### src/rtl/flat_loader_if.sv
// Bundle of the pooled-stream input, FC memory write port and FC control
// handshake between the last pooling stage, flat_loader and the FC top.
interface flat_loader_if;
  logic        frame_start;
  logic        in_valid;
  logic [15:0] in_data;
  logic        in_last;
  logic        in_ready;
  logic        flat_we;
  logic [15:0] flat_value;
  logic [15:0] flat_addr;
  logic        fc_enable;
  logic        fc_all_end;
  logic        busy;
  logic        frame_done;
  logic        err_len;
  logic [1:0]  state_dbg;

  modport slave (
    input  frame_start, in_valid, in_data, in_last, fc_all_end,
    output in_ready, flat_we, flat_value, flat_addr, fc_enable,
           busy, frame_done, err_len, state_dbg
  );

  modport master (
    output frame_start, in_valid, in_data, in_last, fc_all_end,
    input  in_ready, flat_we, flat_value, flat_addr, fc_enable,
           busy, frame_done, err_len, state_dbg
  );
endinterface

### src/rtl/flat_loader.sv
// Reorders a pixel-major, channel-interleaved pooled stream into channel-major
// flatten order in FC memory, then enables the FC stage until it reports done.
module flat_loader #(
  parameter int CH        = 2,
  parameter int PIX       = 7,
  parameter int ADDR_BASE = 0,
  parameter int RELU      = 1
) (
  input  logic          clk,
  input  logic          reset,
  flat_loader_if.slave  bus
);

  localparam int CW = (CH  > 1) ? $clog2(CH)  : 1;
  localparam int PW = (PIX > 1) ? $clog2(PIX) : 1;

  typedef enum logic [1:0] {
    IDLE  = 2'd0,
    LOAD  = 2'd1,
    FLUSH = 2'd2,
    RUN   = 2'd3
  } state_t;

  state_t      state_q, state_d;
  logic [CW-1:0] ch_q, ch_d;
  logic [PW-1:0] pix_q, pix_d;
  logic [15:0] cbase_q, cbase_d;
  logic        we_q, we_d;
  logic [15:0] value_q, value_d;
  logic [15:0] addr_q, addr_d;
  logic        err_q, err_d;
  logic        done_q, done_d;

  logic        accept;
  logic        last_beat;

  // A beat transfers on in_valid & in_ready; in_ready is high only in LOAD and
  // valid without ready is simply dropped, never counted.
  assign accept    = (state_q == LOAD) && bus.in_valid;
  assign last_beat = (ch_q == CW'(CH - 1)) && (pix_q == PW'(PIX - 1));

  always_comb begin
    state_d = state_q;
    ch_d    = ch_q;
    pix_d   = pix_q;
    cbase_d = cbase_q;
    we_d    = 1'b0;
    value_d = value_q;
    addr_d  = addr_q;
    err_d   = err_q;
    done_d  = 1'b0;
    case (state_q)
      IDLE: begin
        ch_d    = '0;
        pix_d   = '0;
        cbase_d = '0;
        if (bus.frame_start) begin
          state_d = LOAD;
          err_d   = 1'b0;
        end
      end
      LOAD: begin
        if (accept) begin
          we_d    = 1'b1;
          value_d = ((RELU != 0) && bus.in_data[15]) ? 16'h0000 : bus.in_data;
          addr_d  = 16'(ADDR_BASE) + cbase_q + 16'(pix_q);
          // cbase tracks c*PIX so the channel-major address needs no multiplier
          if (ch_q == CW'(CH - 1)) begin
            ch_d    = '0;
            cbase_d = '0;
            pix_d   = pix_q + 1'b1;
          end else begin
            ch_d    = ch_q + 1'b1;
            cbase_d = cbase_q + 16'(PIX);
          end
          if (last_beat) begin
            state_d = FLUSH;
            if (!bus.in_last) err_d = 1'b1;
          end else if (bus.in_last) begin
            state_d = IDLE;
            err_d   = 1'b1;
          end
        end
      end
      FLUSH: state_d = RUN;
      RUN: begin
        if (bus.fc_all_end) begin
          state_d = IDLE;
          done_d  = 1'b1;
        end
      end
      default: state_d = IDLE;
    endcase
  end

  always_ff @(posedge clk or posedge reset) begin
    if (reset) begin
      state_q <= IDLE;
      ch_q    <= '0;
      pix_q   <= '0;
      cbase_q <= '0;
      we_q    <= 1'b0;
      value_q <= '0;
      addr_q  <= '0;
      err_q   <= 1'b0;
      done_q  <= 1'b0;
    end else begin
      state_q <= state_d;
      ch_q    <= ch_d;
      pix_q   <= pix_d;
      cbase_q <= cbase_d;
      we_q    <= we_d;
      value_q <= value_d;
      addr_q  <= addr_d;
      err_q   <= err_d;
      done_q  <= done_d;
    end
  end

  // The write pulse lives only in LOAD/FLUSH/early-end IDLE, so it never
  // overlaps fc_enable, which the FC top uses to pick its memory port.
  assign bus.in_ready   = (state_q == LOAD);
  assign bus.fc_enable  = (state_q == RUN);
  assign bus.busy       = (state_q != IDLE);
  assign bus.flat_we    = we_q;
  assign bus.flat_value = value_q;
  assign bus.flat_addr  = addr_q;
  assign bus.frame_done = done_q;
  assign bus.err_len    = err_q;
  assign bus.state_dbg  = state_q;

endmodule

### src/flat_wrapper.sv
// flat-port wrapper written by rule: the top's interface ports become plain ports
module flat_loader_flat 
#(
  parameter int CH        = 2,
  parameter int PIX       = 7,
  parameter int ADDR_BASE = 0,
  parameter int RELU      = 1
)
  (clk, reset, bus_frame_start, bus_in_valid, bus_in_data, bus_in_last, bus_fc_all_end, bus_in_ready, bus_flat_we, bus_flat_value, bus_flat_addr, bus_fc_enable, bus_busy, bus_frame_done, bus_err_len, bus_state_dbg);
  flat_loader_if bus_i ();
  input  logic clk;
  input  logic reset;
  input wire logic [$bits(bus_i.frame_start)-1:0] bus_frame_start;
  input wire logic [$bits(bus_i.in_valid)-1:0] bus_in_valid;
  input wire logic [$bits(bus_i.in_data)-1:0] bus_in_data;
  input wire logic [$bits(bus_i.in_last)-1:0] bus_in_last;
  input wire logic [$bits(bus_i.fc_all_end)-1:0] bus_fc_all_end;
  output wire logic [$bits(bus_i.in_ready)-1:0] bus_in_ready;
  output wire logic [$bits(bus_i.flat_we)-1:0] bus_flat_we;
  output wire logic [$bits(bus_i.flat_value)-1:0] bus_flat_value;
  output wire logic [$bits(bus_i.flat_addr)-1:0] bus_flat_addr;
  output wire logic [$bits(bus_i.fc_enable)-1:0] bus_fc_enable;
  output wire logic [$bits(bus_i.busy)-1:0] bus_busy;
  output wire logic [$bits(bus_i.frame_done)-1:0] bus_frame_done;
  output wire logic [$bits(bus_i.err_len)-1:0] bus_err_len;
  output wire logic [$bits(bus_i.state_dbg)-1:0] bus_state_dbg;
  assign bus_i.frame_start = bus_frame_start;
  assign bus_i.in_valid = bus_in_valid;
  assign bus_i.in_data = bus_in_data;
  assign bus_i.in_last = bus_in_last;
  assign bus_i.fc_all_end = bus_fc_all_end;
  assign bus_in_ready = bus_i.in_ready;
  assign bus_flat_we = bus_i.flat_we;
  assign bus_flat_value = bus_i.flat_value;
  assign bus_flat_addr = bus_i.flat_addr;
  assign bus_fc_enable = bus_i.fc_enable;
  assign bus_busy = bus_i.busy;
  assign bus_frame_done = bus_i.frame_done;
  assign bus_err_len = bus_i.err_len;
  assign bus_state_dbg = bus_i.state_dbg;
  flat_loader #(.CH(CH), .PIX(PIX), .ADDR_BASE(ADDR_BASE), .RELU(RELU)) u_core (.clk(clk), .reset(reset), .bus(bus_i));
endmodule
### config.mk
export PLATFORM = sky130hd
export DESIGN_NAME = flat_loader_flat
export DESIGN_NICKNAME = d
export VERILOG_FILES = /design/src/rtl/flat_loader_if.sv /design/src/rtl/flat_loader.sv /design/src/flat_wrapper.sv
export SDC_FILE = /design/constraint.sdc
export NUM_CORES = 1
export LEC_CHECK = 0
export CAP_MARGIN = 20
export CORE_MARGIN = 5
export CORE_UTILIZATION = 46
export DETAILED_ROUTE_END_ITERATION = 16
export GPL_TIMING_DRIVEN = 0
export PLACE_DENSITY = 0.74
export SLEW_MARGIN = 20
export SYNTH_ARGS = -nofsm -noshare
export SYNTH_HDL_FRONTEND = slang
export SYNTH_SLANG_ARGS = --single-unit
### constraint.sdc
create_clock -name clk -period 1.7 [get_ports clk]
set_input_delay 0.34 -clock clk [delete_from_list [all_inputs] [get_ports clk]]
set_output_delay 0.34 -clock clk [all_outputs]
set_load 0.005 [all_outputs]
==> results of run 1 <==
## cell usage after synthesis, types with 2 or more instances
library cell,number,area share
o31ai_1,7,0.018
or3_4,3,0.012
or3_1,2,0.0043
a31oi_1,8,0.017
inv_1,9,0.012
nor2b_1,2,0.0043
buf_2,6,0.010
or3b_1,2,0.0061
mux2i_1,2,0.0070
nand2_1,64,0.083
ha_1,6,0.026
o21ai_0,26,0.045
a21oi_1,10,0.017
nor3_1,6,0.010
nand4_1,5,0.011
clkbuf_1,12,0.016
nand2b_1,3,0.0065
dfrtp_1,56,0.49
nor2_1,11,0.014
nor4_1,5,0.011
a21o_1,3,0.0078
o31a_1,3,0.0091
nand3b_1,15,0.039
xor2_1,2,0.0061
o41ai_1,5,0.015
nand3_1,5,0.0087
a22o_1,2,0.0061
xnor2_1,11,0.033
## power by group
group | switching [mW] | total, mW | leakage (nW) | internal, mW
sequential | 0.137 | 1.63 | 0.737 | 1.49
combinational | 0.570 | 1.17 | 0.933 | 0.596
clock | 0.438 | 0.876 | 0.0552 | 0.438
## repair_timing
item / 4_1_cts / 5_1_grt
pin swaps: 9 / 15
setup buffers: 9 / 10
endpoints found under the setup margin: 39 / 25
cloned: 0 / 0
gates resized for setup: 39 / 34
## routing by layer
metal	wire length [microns]	up-vias	part of all wire
li1	-	1251	-
met1	3410	1264	0.43
met2	3770	99	0.48
met3	560	12	0.071
met4	146	0	0.019
met5	0	-	0
## final timing paths
| path | end | cells past startpoint |
|---|---|---|
| setup / recovery | u_core.cbase_q[15] | 6 |
| hold / removal | u_core.bus.flat_addr[6] | 2 |
| setup reg to reg | u_core.cbase_q[15] | 6 |
| hold reg to reg | u_core.bus.flat_value[4] | 2 |
| max in group asynchronous | u_core.pix_q[2] | 3 |
| min in group clk | u_core.bus.flat_value[4] | 2 |
## area by class of cell
type                    count  area [sq um]  area share
inverters                   9          40.0     0.00988
repair buffers             79           752       0.185
multi-input cells         223          1510       0.372
flip-flops and latches     56          1410       0.348
well taps                  75          93.8      0.0231
plain buffers              20           143      0.0352
clock inverters             2          35.0     0.00864
clock buffers               6          72.6      0.0179
## cell families after synthesis
group                    synth area share
XOR/XNOR                           0.0395
other                             0.00130
buffers and inverters              0.0417
multiplexers                      0.00695
AND/OR/NAND/NOR                     0.236
flip-flops                          0.487
adder cells (fa/ha/maj)            0.0330
AO/OA/AOI/OAI                       0.154
## sequential cells by signal, indices dropped and copies added (netlist names), named ones only
register	flops
u_core.bus.flat_addr	16
u_core.cbase_q	16
u_core.bus.flat_value	15
u_core.pix_q	3
u_core.bus.err_len	1
u_core.bus.flat_we	1
u_core.bus.frame_done	1
u_core.bus.state_dbg	1
u_core.ch_q	1
==> results.md, run 1 <==
- Status: finished with violations
- Failing checks: setup timing
- Std-Cell Rows: 28
- Clk_lat worst skew: 0.31 ns
- Chip height: 89.1 microns
- Drt first pass iters: 4
- Endpoint class of the critical path: flip-flop
- Clock skew: 0.00808 ns
- P_leak: 1.72 nW
- Die X-Extent: 89.1 microns
- Hold/Removal Path Class: input pin to asynchronous set/reset pin
- Peak fanout along the critical path: 10
- GR Layer Usage met2: 0.305
- Vias in the first global route: 2452
- Post-Place Cells: 444
- Startpoint Class: input pin
- Post-synth cell types: 45
- Syn Area/Cell: 9.35 sq um
- Buf/Inv on CP: 2
- First-pass GRT wire length: 12000 microns
- IO Pins: 62
- Rel. slew slack: 0.554
- Count of input and output buffers: 60
- Post-route insts no fill: 470
- Clock Path Buffers: 2
- Ant diodes: 0
- Final Worst Setup Slack: -0.0868 ns
- Initial antenna violation count: 0
- M3 GR Usage: 0.0313
- Final hold viol count: 0
- Part of the Yosys area used for sequential elements: 0.487
- CTS Buf Count: 5
- Placer Congestion: 0.888
- Reg2Reg Setup Slack: -0.08 ns
- Fin Setup TNS: -0.276 ns
- WHS: 0.457 ns
- Setup CP Type: input pin to flip-flop
- Fmax: 560 MHz
- Synth Register Bits: 56
- Gr busiest metal: met2
- FFs w/ async S/R, synth: 1.00
- Antenna Nets Post-Route: 0
- Pins over their slew limit: 0
- Post-Syn Area: 2880 sq um
- # H-tree levels: 2
- Clk Tree Root Cell: clkbuf_8
- Unrepaired setup endpoints after global routing: yes
- Post-synth EDFFs: 0
- Delay of the slowest critical-path stage: 0.58 ns
- MaxCap Viol Count: 0
- CP delay by family, top: buffers and inverters
- Final nets: 423
- Pre-CTS setup slack: -0.415 ns
- Arr. time, crit path: 2.02 ns
- Pin count of the biggest net entering global routing: 30
- Synth Warn #: 0
- Cts hold-fix bufs: 0
- Max VDD drop: 0.489 mV
- Period utilization: 1.05
- Ratio of cells with drive above 1 in the final layout: 0.195
- Min Clock Period, post-route: 1.79 ns
- Slowest cell on crit path: clkdlybuf4s50_1
- CTS tree: built
- Synth Instances: 308
- Hpwl dp: 5350 microns
- Power, Total: 3.67 mW
- Layout area overhead: 40.8%
- Crit path from: bus_in_valid
- Met1 Use GR: 0.270
- Slew of the pin with the lowest slew margin: 0.668 ns
- Most common cell after layout, fill and taps aside: nand2_1
- Post-DR vias/cell: 5.59
- TritonCTS Sinks: 56
- Synth Flop Type: dfrtp_1
- Critical path required time: 1.93 ns
- Remaining DRCs: 0
- Post-synth net total: 337
- Fill cell count: 465
- Starting density of the core: 0.481
- Pwr dens: 906 nW/um^2
- Total Routing Usage GR: 0.194
- Grt ovf: 0
- Fin area: 4050 sq um
- Drt total wl: 7880 microns
- Most frequent cells in the layout: nand2_1, clkdlybuf4s50_1, dfrtp_1
- Routed length per instance: 16.8 microns
- Core Box Area: 5990 sq um
- Via count: 2626
- Setup Viol. Count Final: 7
- Area after DPL: 3610 sq um
- Worst-path clk slew: 0.10 ns
- Drt first-iter violations: 143
- Final core occ: 0.677
- Full die area: 7940 sq um
- Critical-path cell list: clkdlybuf4s50_1 -> nand4bb_1 -> buf_6 -> or3_4 -> o21ba_2 -> a31oi_1
No activity file was read; power rests on OpenSTA's default activity.
==> inputs of run 2 (changes only) <==
- CAP_MARGIN: 20 -> unset
- CORE_UTILIZATION: 46 -> 55
- DONT_BUFFER_PORTS: unset -> 1
- PLACE_DENSITY: 0.74 -> 0.71
==> run 2 against run 1 <==
Net effect: the flow still finishes with violations (setup timing); wire length decreased by 9.1%; combinational power fell by 23%; maximum frequency up 2.0%; non-clock buffer count is 57 lower; critical path type is now flip-flop to flip-flop; total power decreased by 5.0%; sequential cell count unchanged; critical endpoint is now u_core.bus.flat_addr[10]; via count is 7.0% lower.
==> results.md, run 2 (synthesis results as in run 1) <==
- Status: finished with violations
- Failing checks: setup timing
- GR Layer Usage met2: 0.329 (+0.0239)
- First-pass GRT wire length: 11100 microns (-7.9%)
- Buf/Inv on CP: 0 (-2)
- Setup Viol. Count Final: 3 (-4)
- Critical-path cell list: ha_4 -> fa_2 -> a21oi_4 -> nor3_2 -> xnor2_1 -> o21ai_1
- Pwr dens: 990 nW/um^2 (+9.3%)
- Max VDD drop: 0.473 mV (-3.1%)
- Remaining DRCs: 0 (unchanged)
- Core Box Area: 5110 sq um (-15%)
- Full die area: 6780 sq um (-15%)
- Routed length per instance: 17.6 microns (+4.7%)
- Clock Path Buffers: 2 (unchanged)
- Clk Tree Root Cell: clkbuf_8
- Setup CP Type: flip-flop to flip-flop
- Slew of the pin with the lowest slew margin: 0.637 ns (-0.0311 ns)
- Via count: 2443 (-7.0%)
- Clock skew: 0.00823 ns (+0.000151 ns)
- Total Routing Usage GR: 0.213 (+0.0189)
- Final core occ: 0.690 (+0.0132)
- Endpoint class of the critical path: flip-flop
- MaxCap Viol Count: 0 (unchanged)
- Arr. time, crit path: 1.95 ns (-0.07 ns)
- Fill cell count: 389 (-16%)
- Final hold viol count: 0 (unchanged)
- Critical path required time: 1.90 ns (-0.03 ns)
- Drt first pass iters: 4 (unchanged)
- Most common cell after layout, fill and taps aside: nand2_1
- Hpwl dp: 4780 microns (-11%)
- Hold/Removal Path Class: input pin to flip-flop
- Period utilization: 1.03 (-0.0209)
- Ant diodes: 0 (unchanged)
- Min Clock Period, post-route: 1.75 ns (-0.0356 ns)
- M3 GR Usage: 0.0640 (+0.0327)
- Slowest cell on crit path: dfrtp_2
- Sequential cell area: 1410 sq um (about the same)
- Grt ovf: 0 (unchanged)
- Delay of the slowest critical-path stage: 0.46 ns (-0.12 ns)
- Worst Hold End: u_core.bus.err_len
- Clk_lat worst skew: 0.32 ns (about the same)
- Pin count of the biggest net entering global routing: 31 (+3.3%)
- Final Worst Setup Slack: -0.0512 ns (+0.0356 ns)
- CTS tree: built
- Layout area overhead: 22.4%
- RR Endpoint: u_core.bus.flat_addr[10]
- Unrepaired setup endpoints after global routing: yes
- Multi-input logic area: 1560 sq um (+3.2%)
- IO Pins: 62 (unchanged)
- Post-DR vias/cell: 5.99 (+7.2%)
- Vias in the first global route: 2330 (-5.0%)
- Chip height: 82.4 microns (-7.6%)
- Hold Crit Depth: 1
- Startpoint Class: flip-flop
- Fmax: 571 MHz (+2.0%)
- Starting density of the core: 0.564 (+0.0831)
- Initial antenna violation count: 0 (unchanged)
- Post-Place Cells: 379 (-15%)
- Drt first-iter violations: 132 (-7.7%)
- Most frequent cells in the layout: nand2_1, dfrtp_1, buf_4
- TritonCTS Sinks: 56 (unchanged)
- Antenna Nets Post-Route: 0 (unchanged)
- CTS Buf Count: 5 (unchanged)
- HP Start: bus_frame_start
- Reg2reg path depth: 6 (unchanged)
- Reg2Reg Setup Slack: -0.05 ns (+0.03 ns)
- Peak fanout along the critical path: 5 (-5)
- CP delay by family, top: adder cells
- Ratio of cells with drive above 1 in the final layout: 0.254 (+0.0595)
- Die X-Extent: 82.4 microns (-7.6%)
- Gr busiest metal: met2
- Count of input and output buffers: 0 (-100%)
- Met1 Use GR: 0.288 (+0.0175)
- Reg2reg start: u_core.cbase_q[0]
- P_leak: 1.52 nW (-12%)
- Placer Congestion: 0.853 (-4.0%)
- Std-Cell Rows: 26 (-7.1%)
- Pins over their slew limit: 0 (unchanged)
- # H-tree levels: 2 (unchanged)
- Post-route insts no fill: 408 (-13%)
- Worst-path clk slew: 0.10 ns (about the same)
- Drt total wl: 7170 microns (-9.1%)
- Final nets: 366 (-13%)
- Rel. slew slack: 0.575 (+0.0208)
-- run 2: worst max path at each step --
| stage | start | endpoint | depth (start not counted) |
|---|---|---|---|
| floorplan | u_core.cbase_q[2] | u_core.bus.flat_addr[15] | 5 |
| detailed placement | flip-flop | u_core.bus.flat_value[5] | 7 |
| finish | u_core.cbase_q[0] | u_core.bus.flat_addr[10] | 6 |
| global route | u_core.cbase_q[0] | u_core.cbase_q[10] | 6 |
| global placement | flip-flop | u_core.bus.flat_value[11] | 7 |
| CTS | u_core.cbase_q[0] | u_core.bus.flat_addr[10] | 6 |
-- run 2: power breakdown --
part	total [mW]	switching (mW)	internal [mW]
combinational	0.900	0.522	0.378
sequential	1.66	0.169	1.49
clock	0.925	0.443	0.482
-- run 2: final cells by class --
cell class                      instances  share of cell area
Inverter                                9              0.0107
Timing Repair Buffer                   22              0.0533
Sequential cell                        56               0.401
Multi-Input combinational cell        223               0.441
Clock buffer                            6              0.0234
Buffer                                 20              0.0348
Clock inverter                          2              0.0110
Tap cell                               70              0.0249
-- run 2: metrics by stage --
step	hold WS [ns]	power [mW]	setup TNS, ns	setup slack, ns	area (sq um)
3_3_place_gp	0.429	2.26	-5.97	-0.297	2980
2_1_floorplan	0.420	2.10	0	0.00584	2890
6_report	0.0965	3.49	-0.112	-0.0512	3520
3_5_place_dp	0.319	2.29	-6.38	-0.306	3000
4_1_cts	0.0980	3.35	-0.454	-0.0722	3360
5_1_grt	0.0880	3.68	-0.706	-0.102	3520
-- run 2: per-layer routing --
metal | share of wire | routed length, microns
met1 | 0.40 | 2900
met2 | 0.48 | 3410
met3 | 0.11 | 757
met4 | 0.014 | 102
met5 | 0 | 0
-- run 2: repair_timing --
| action | 4_1_cts | 5_1_grt |
|---|---|---|
| endpoints found under the hold margin | 26 | 0 |
| buffers inserted | 14 | 6 |
| pin swaps | 21 | 20 |
| hold buffers | 1 | 0 |
| resized for setup | 37 | 41 |
| setup endpoints to repair | 47 | 39 |
==> inputs of run 3 (changes only) <==
- CAP_MARGIN: unset -> 0
==> results of run 3 <==
Final layout, timing and power as in run 2 (identical DEF).
